### src/rtl/isa_pkg.sv
// isa_pkg: opcode/unit encodings and field widths shared by the issue path
package isa_pkg;
    localparam int OPC_W  = 4;
    localparam int OPND_W = 28;
    typedef enum logic [OPC_W-1:0] {
        OPC_PUSH      = 4'h0,
        OPC_POP       = 4'h1,
        OPC_UNARY     = 4'h2,
        OPC_BINARY    = 4'h3,
        OPC_MOV       = 4'h4,
        OPC_BLVEC     = 4'h5,
        OPC_LODI      = 4'h6,
        OPC_LMEM      = 4'h7,
        OPC_LMEM_BASE = 4'h8,
        OPC_JMP       = 4'h9,
        OPC_JMP_BASE  = 4'hA,
        OPC_MNEMONIC  = 4'hB,
        OPC_LOCK      = 4'hC
    } opc_e;
    localparam logic [OPC_W-1:0] OPC_ILL_MIN = 4'hD;
    typedef enum logic [2:0] {
        UNIT_STACK  = 3'd0,
        UNIT_ALU    = 3'd1,
        UNIT_MEM    = 3'd2,
        UNIT_BRANCH = 3'd3,
        UNIT_MISC   = 3'd4
    } unit_e;
    // opcodes are grouped in contiguous ranges, so classification is a range ladder
    function automatic unit_e opc_to_unit(input logic [OPC_W-1:0] opc);
        return opc <= OPC_POP       ? UNIT_STACK  :
               opc <= OPC_LODI      ? UNIT_ALU    :
               opc <= OPC_LMEM_BASE ? UNIT_MEM    :
               opc <= OPC_JMP_BASE  ? UNIT_BRANCH : UNIT_MISC;
    endfunction
endpackage

### src/rtl/iss_fifo.sv
// iss_fifo: DEPTH x 32 circular queue with full/empty flags and synchronous clear
module iss_fifo #(
    parameter int DEPTH = 4
) (
    input  logic        clk,
    input  logic        rst,
    input  logic        clr,
    input  logic        push,
    input  logic        pop,
    input  logic [31:0] wdata,
    output logic [31:0] rdata,
    output logic        full,
    output logic        empty
);
    localparam int AW = $clog2(DEPTH);
    localparam logic [AW:0] FULL_CNT = (AW+1)'(DEPTH);
    logic [31:0]   mem_q [DEPTH];
    logic [AW-1:0] wr_q, rd_q;
    logic [AW:0]   cnt_q;
    assign full  = cnt_q == FULL_CNT;
    assign empty = cnt_q == '0;
    assign rdata = mem_q[rd_q];
    // storage is zeroed on reset so the issue fields read 0 out of reset
    always_ff @(posedge clk) begin
        if (rst) begin
            for (int i = 0; i < DEPTH; i++) mem_q[i] <= '0;
        end else if (push && !full) begin
            mem_q[wr_q] <= wdata;
        end
    end
    // pointers wrap naturally because DEPTH is a power of two
    always_ff @(posedge clk) begin
        if (rst || clr) begin
            wr_q  <= '0;
            rd_q  <= '0;
            cnt_q <= '0;
        end else begin
            wr_q  <= wr_q + AW'(push && !full);
            rd_q  <= rd_q + AW'(pop && !empty);
            cnt_q <= cnt_q + (AW+1)'(push && !full) - (AW+1)'(pop && !empty);
        end
    end
endmodule

### src/rtl/issue_sequencer.sv
// issue_sequencer: queues fetch words and issues them one at a time; ISSUE_SEQ_PERF_EN adds perf counters
module issue_sequencer
    import isa_pkg::*;
#(
    parameter int DEPTH = 4,
    parameter int CNT_W = 16
) (
    input  logic              clk,
    input  logic              rst,
    input  logic              in_valid,
    input  logic [31:0]       in_word,
    output logic              in_ready,
    output logic              iss_valid,
    input  logic              iss_ready,
    output logic [OPC_W-1:0]  iss_opc,
    output logic [OPND_W-1:0] iss_operands,
    output logic [2:0]        iss_unit,
    output logic              iss_illegal,
    input  logic              mem_done,
    output logic              flush,
    output logic              bus_lock,
`ifdef ISSUE_SEQ_PERF_EN
    output logic [CNT_W-1:0]  perf_issued,
    output logic [CNT_W-1:0]  perf_stall,
`endif
    output logic [7:0]        illegal_cnt
);
    typedef enum logic [1:0] {S_ISSUE, S_WAIT_MEM, S_FLUSH} state_e;
    if (CNT_W < 1) begin : g_bad_cnt_w
        $error("CNT_W must be at least 1");
    end
    state_e      state_q;
    logic        lock_q;
    logic [7:0]  ill_q;
    logic [31:0] head;
    logic        full, empty, xfer;
    unit_e       unit;
    assign in_ready     = !full && state_q != S_FLUSH;
    assign iss_valid    = state_q == S_ISSUE && !empty;
    assign xfer         = iss_valid && iss_ready;
    assign iss_opc      = head[OPC_W-1:0];
    assign iss_operands = head[31:OPC_W];
    assign unit         = opc_to_unit(iss_opc);
    assign iss_unit     = unit;
    assign iss_illegal  = iss_opc >= OPC_ILL_MIN;
    assign flush        = state_q == S_FLUSH;
    assign bus_lock     = lock_q;
    assign illegal_cnt  = ill_q;
    iss_fifo #(.DEPTH(DEPTH)) u_fifo (
        .clk   (clk),
        .rst   (rst),
        .clr   (flush),
        .push  (in_valid && in_ready),
        .pop   (xfer),
        .wdata (in_word),
        .rdata (head),
        .full  (full),
        .empty (empty)
    );
    // issue FSM, bus lock and saturating illegal-opcode count
    always_ff @(posedge clk) begin
        if (rst) begin
            state_q <= S_ISSUE;
            lock_q  <= 1'b0;
            ill_q   <= '0;
        end else begin
            if (state_q == S_ISSUE && xfer)
                state_q <= unit == UNIT_MEM ? S_WAIT_MEM : unit == UNIT_BRANCH ? S_FLUSH : S_ISSUE;
            else if (state_q == S_FLUSH || (state_q == S_WAIT_MEM && mem_done))
                state_q <= S_ISSUE;
            if (xfer && iss_opc == OPC_LOCK)
                lock_q <= 1'b1;
            else if (state_q == S_WAIT_MEM && mem_done)
                lock_q <= 1'b0;
            if (xfer && iss_illegal && ill_q != 8'hFF)
                ill_q <= ill_q + 8'd1;
        end
    end
`ifdef ISSUE_SEQ_PERF_EN
    logic [CNT_W-1:0] issued_q, stall_q;
    assign perf_issued = issued_q;
    assign perf_stall  = stall_q;
    // free-running wrap-around counters of transfers and stalled cycles
    always_ff @(posedge clk) begin
        if (rst) begin
            issued_q <= '0;
            stall_q  <= '0;
        end else begin
            issued_q <= issued_q + CNT_W'(xfer);
            stall_q  <= stall_q + CNT_W'((iss_valid && !iss_ready) || state_q == S_WAIT_MEM);
        end
    end
`endif
endmodule

### config.mk
export PLATFORM = sky130hd
export DESIGN_NAME = issue_sequencer
export DESIGN_NICKNAME = d
export VERILOG_FILES = /design/src/rtl/isa_pkg.sv /design/src/rtl/iss_fifo.sv /design/src/rtl/issue_sequencer.sv
export SDC_FILE = /design/constraint.sdc
export NUM_CORES = 1
export LEC_CHECK = 0
export ABC_AREA = 1
export ABC_CLOCK_PERIOD_IN_PS = 6700
export BUFFER_PORTS_ARGS = -buffer_cell sky130_fd_sc_hd__buf_2
export CORE_MARGIN = 5
export CORE_UTILIZATION = 42
export CTS_CLUSTER_DIAMETER = 150
export CTS_CLUSTER_SIZE = 10
export DETAILED_ROUTE_END_ITERATION = 10
export PLACE_DENSITY = 0.64
export REMOVE_ABC_BUFFERS = 1
export SLEW_MARGIN = 20
export SYNTH_ARGS = -nofsm -noshare
export SYNTH_HDL_FRONTEND = slang
export SYNTH_HIERARCHICAL = 1
export SYNTH_SLANG_ARGS = --single-unit
export TNS_END_PERCENT = 50
### constraint.sdc
create_clock -name clk -period 6.7 [get_ports clk]
set_clock_uncertainty 0.1 [all_clocks]
set_input_delay 1.34 -clock clk [delete_from_list [all_inputs] [get_ports clk]]
set_output_delay 1.34 -clock clk [all_outputs]
set_load 0.02 [all_outputs]
==> flow_metrics.env <==
export IMPL_outcome="finished clean"
export IMPL_hold_viol=0
export IMPL_cp_max_fo=66
export IMPL_cts_buffer_depth=2
export IMPL_postCtsHoldBufs=0
export IMPL_avgSynthCellArea_sq_um=10.1
export IMPL_place_area_sq_um=7270
export IMPL_path_class="register to output port"
export IMPL_met1_usage_pct=21.1
export IMPL_drc_errors=0
export IMPL_drtIter0Drc=286
export IMPL_h_tree_depth=4
export IMPL_final_cells=963
export IMPL_syn_area_sq_um=6700
export IMPL_drt_wirelength_per_cell_microns=15.7
export IMPL_post_cts_buffers=0
export IMPL_worst_slack_ps=2000
export IMPL_fp_dieH_microns=136
export IMPL_slowest_delay_ps=850
export IMPL_coreArea_sq_um=15800
export IMPL_drv_slew=0
export IMPL_die_w_microns=136
export IMPL_rsz0062_at_grt="false"
export IMPL_start_kind="register"
export IMPL_critPathTopFamily="buffers and inverters"
export IMPL_dp_slack_ps=2340
export IMPL_synth_edf_count=128
export IMPL_clk_pin_slew_ps=60
export IMPL_gp_congestion=0.852
export IMPL_tritoncts="done"
export IMPL_endpoint_kind="output port"
export IMPL_path_buf_inv=4
export IMPL_synthFlopType="edfxtp_1"
export IMPL_syn_inst=661
export IMPL_routed_wl_mm=15.2
export IMPL_grt_pass1_wl_mm=24.2
export IMPL_fin_crit_sh_pct=70.1
export IMPL_initial_core_util_pct=42.5
export IMPL_hold_path_class="register to register"
export IMPL_top_usage_layer="met2"
export IMPL_grt_pass1_vias=4999
export IMPL_crit_chain="buf_4 -> inv_2 -> o21ai_0 -> o22ai_1 -> inv_1 -> nand2_1 -> nand2_1 -> o22ai_1 -> buf_2"
export IMPL_ys_warnings_count=6
export IMPL_port_buffers=84
export IMPL_cts_sinks=146
export IMPL_cp_slowest_cell="inv_2"
export IMPL_num_vias=4833
export IMPL_dieArea_sq_um=18600
export IMPL_design_area_sq_um=7890
export IMPL_viasPerCell=5.02
export IMPL_drtPass1Iterations=5
export IMPL_synth_cell_types=34
export IMPL_powerDensity_nw_per_um2=385
export IMPL_crit_arrival_ps=3260
export IMPL_p_leak_uw=0.00339
export IMPL_ys_ff_latch=146
export IMPL_grt_use_met3_pct=4.59
export IMPL_dpl_hpwl_mm=9.38
export IMPL_tightestPinTransition_ps=1050
export IMPL_fin_hold_ws_ps=359
export IMPL_antenna_found_initial=0
export IMPL_ir_drop_mv=0.225
export IMPL_rows=46
export IMPL_gr_total_overflow=0
export IMPL_cts_buffers=17
export IMPL_ant_nets=0
export IMPL_cts_resized=0
export IMPL_track_usage_pct=17.0
export IMPL_slew_headroom_pct=30.2
export IMPL_setup_violations=0
export IMPL_clock_fmax_ghz=0.213
export IMPL_fin_nets=778
export IMPL_grt_use_met2_pct=28.9
export IMPL_clock_root_buffer="clkbuf_16"
export IMPL_area_delta_synth_final_pct=17.7
export IMPL_async_flop_share_pct=0
export IMPL_seq_area_frac_synth_pct=62.7
export IMPL_maxCapViolations=0
export IMPL_placed_cells_incl_taps=933
export IMPL_fin_crit_ps=4700
export IMPL_critPathRequiredTime_ps=5260
export IMPL_diodes=0
export IMPL_insertion_delay_ps=420
export IMPL_drive_gt1_share_pct=21.6
export IMPL_num_io_pins=85
export IMPL_setup_tns_ps=0
export IMPL_grt_max_degree=67
[worst register-to-register path: cells and delay by family, from the launching register on]
family	cells	cell delay, ps
buf+inv	1	60
flops	1	390
simple gates	7	2560
[state kept, by name (all words and copies together) (netlist names)]
name,flops
u_fifo/wr_q,2
u_fifo/rd_q,2
illegal_cnt,8
u_fifo/cnt_q,3
state_q,2
bus_lock,1
u_fifo/mem_q,128
[placed cells by master, fill, tap and decap left out, types with 3 or more instances in the layout]
cell,netlist,routed
edfxtp_1,128,128
nand2_1,59,56
nor2_2,4,4
a21oi_1,6,6
nand2_4,14,14
inv_1,63,63
nand3_2,3,3
inv_2,5,5
clkinv_2,1,3
nor2_1,189,189
dfxtp_1,18,17
buf_4,0,3
nand3_1,10,10
buf_2,9,84
nand4_1,3,3
o21ai_0,65,64
bufinv_16,0,5
ha_1,4,4
o22ai_1,33,33
clkbuf_16,0,17
nand2_2,8,11
[kinds of logic after synthesis]
family          after synthesis  synth area share [%]
compound gates              107                  8.66
xor+xnor                      3                 0.392
fa+ha+maj                     5                  1.05
buf+inv                     101                  6.76
flops                       146                  62.7
simple gates                299                  20.4
[cells in the mapped netlist (3+ instances only)]
master,instances,share of area (%)
nand2_1,59,3.3
nand2_2,8,0.75
dfxtp_1,18,5.4
inv_2,5,0.28
inv_1,63,3.5
ha_1,4,0.75
edfxtp_1,128,57
buf_1,3,0.17
a21oi_1,6,0.45
nand3_2,3,0.45
buf_2,9,0.67
nand4_1,3,0.28
nor2_1,189,11
o21ai_0,65,4.9
nand2_4,14,2.4
clkbuf_1,14,0.78
nand3_1,10,0.75
nor2_2,4,0.37
o22ai_1,33,3.1
clkbuf_8,3,0.62
[power breakdown]
part,switching [uW],leakage [uW],internal [uW]
clock network,345,0.000296,653
logic,637,0.00162,246
registers,40.5,0.00148,1120
[final timing paths]
| check | from | to | slack, ps | cells after the start |
|---|---|---|---|---|
| max | u_fifo/rd_q[0] | iss_unit[0] | 2000 | 9 |
| min | bus_lock | bus_lock | 360 | 2 |
| max reg2reg | u_fifo/cnt_q[1] | u_fifo/mem_q[0][27] | 3220 | 8 |
| min reg2reg | bus_lock | bus_lock | 360 | 2 |
[metrics by stage]
stage	utilization, %	power [uW]
2_1_floorplan	-	1760
3_3_place_gp	45.9	2040
3_5_place_dp	46.1	2060
4_1_cts	50.0	3070
5_1_grt	50.0	3200
6_report	50.0	3040
[area by class of cell]
| class | count | area [sq um] |
|---|---|---|
| fill | 1461 | 7880 |
| sequential | 146 | 4210 |
| multi-input combinational | 414 | 2060 |
| timing repair buffer | 88 | 470 |
| clock buffer | 19 | 433 |
| tap | 216 | 270 |
| inverter | 69 | 260 |
| clock inverter | 11 | 188 |
[routing by layer]
layer,vias up,wire (microns)
li1,2353,-
met1,2332,6420
met2,131,7570
met3,17,973
met4,0,204
met5,-,0
Power figures use the tool's default switching activity.
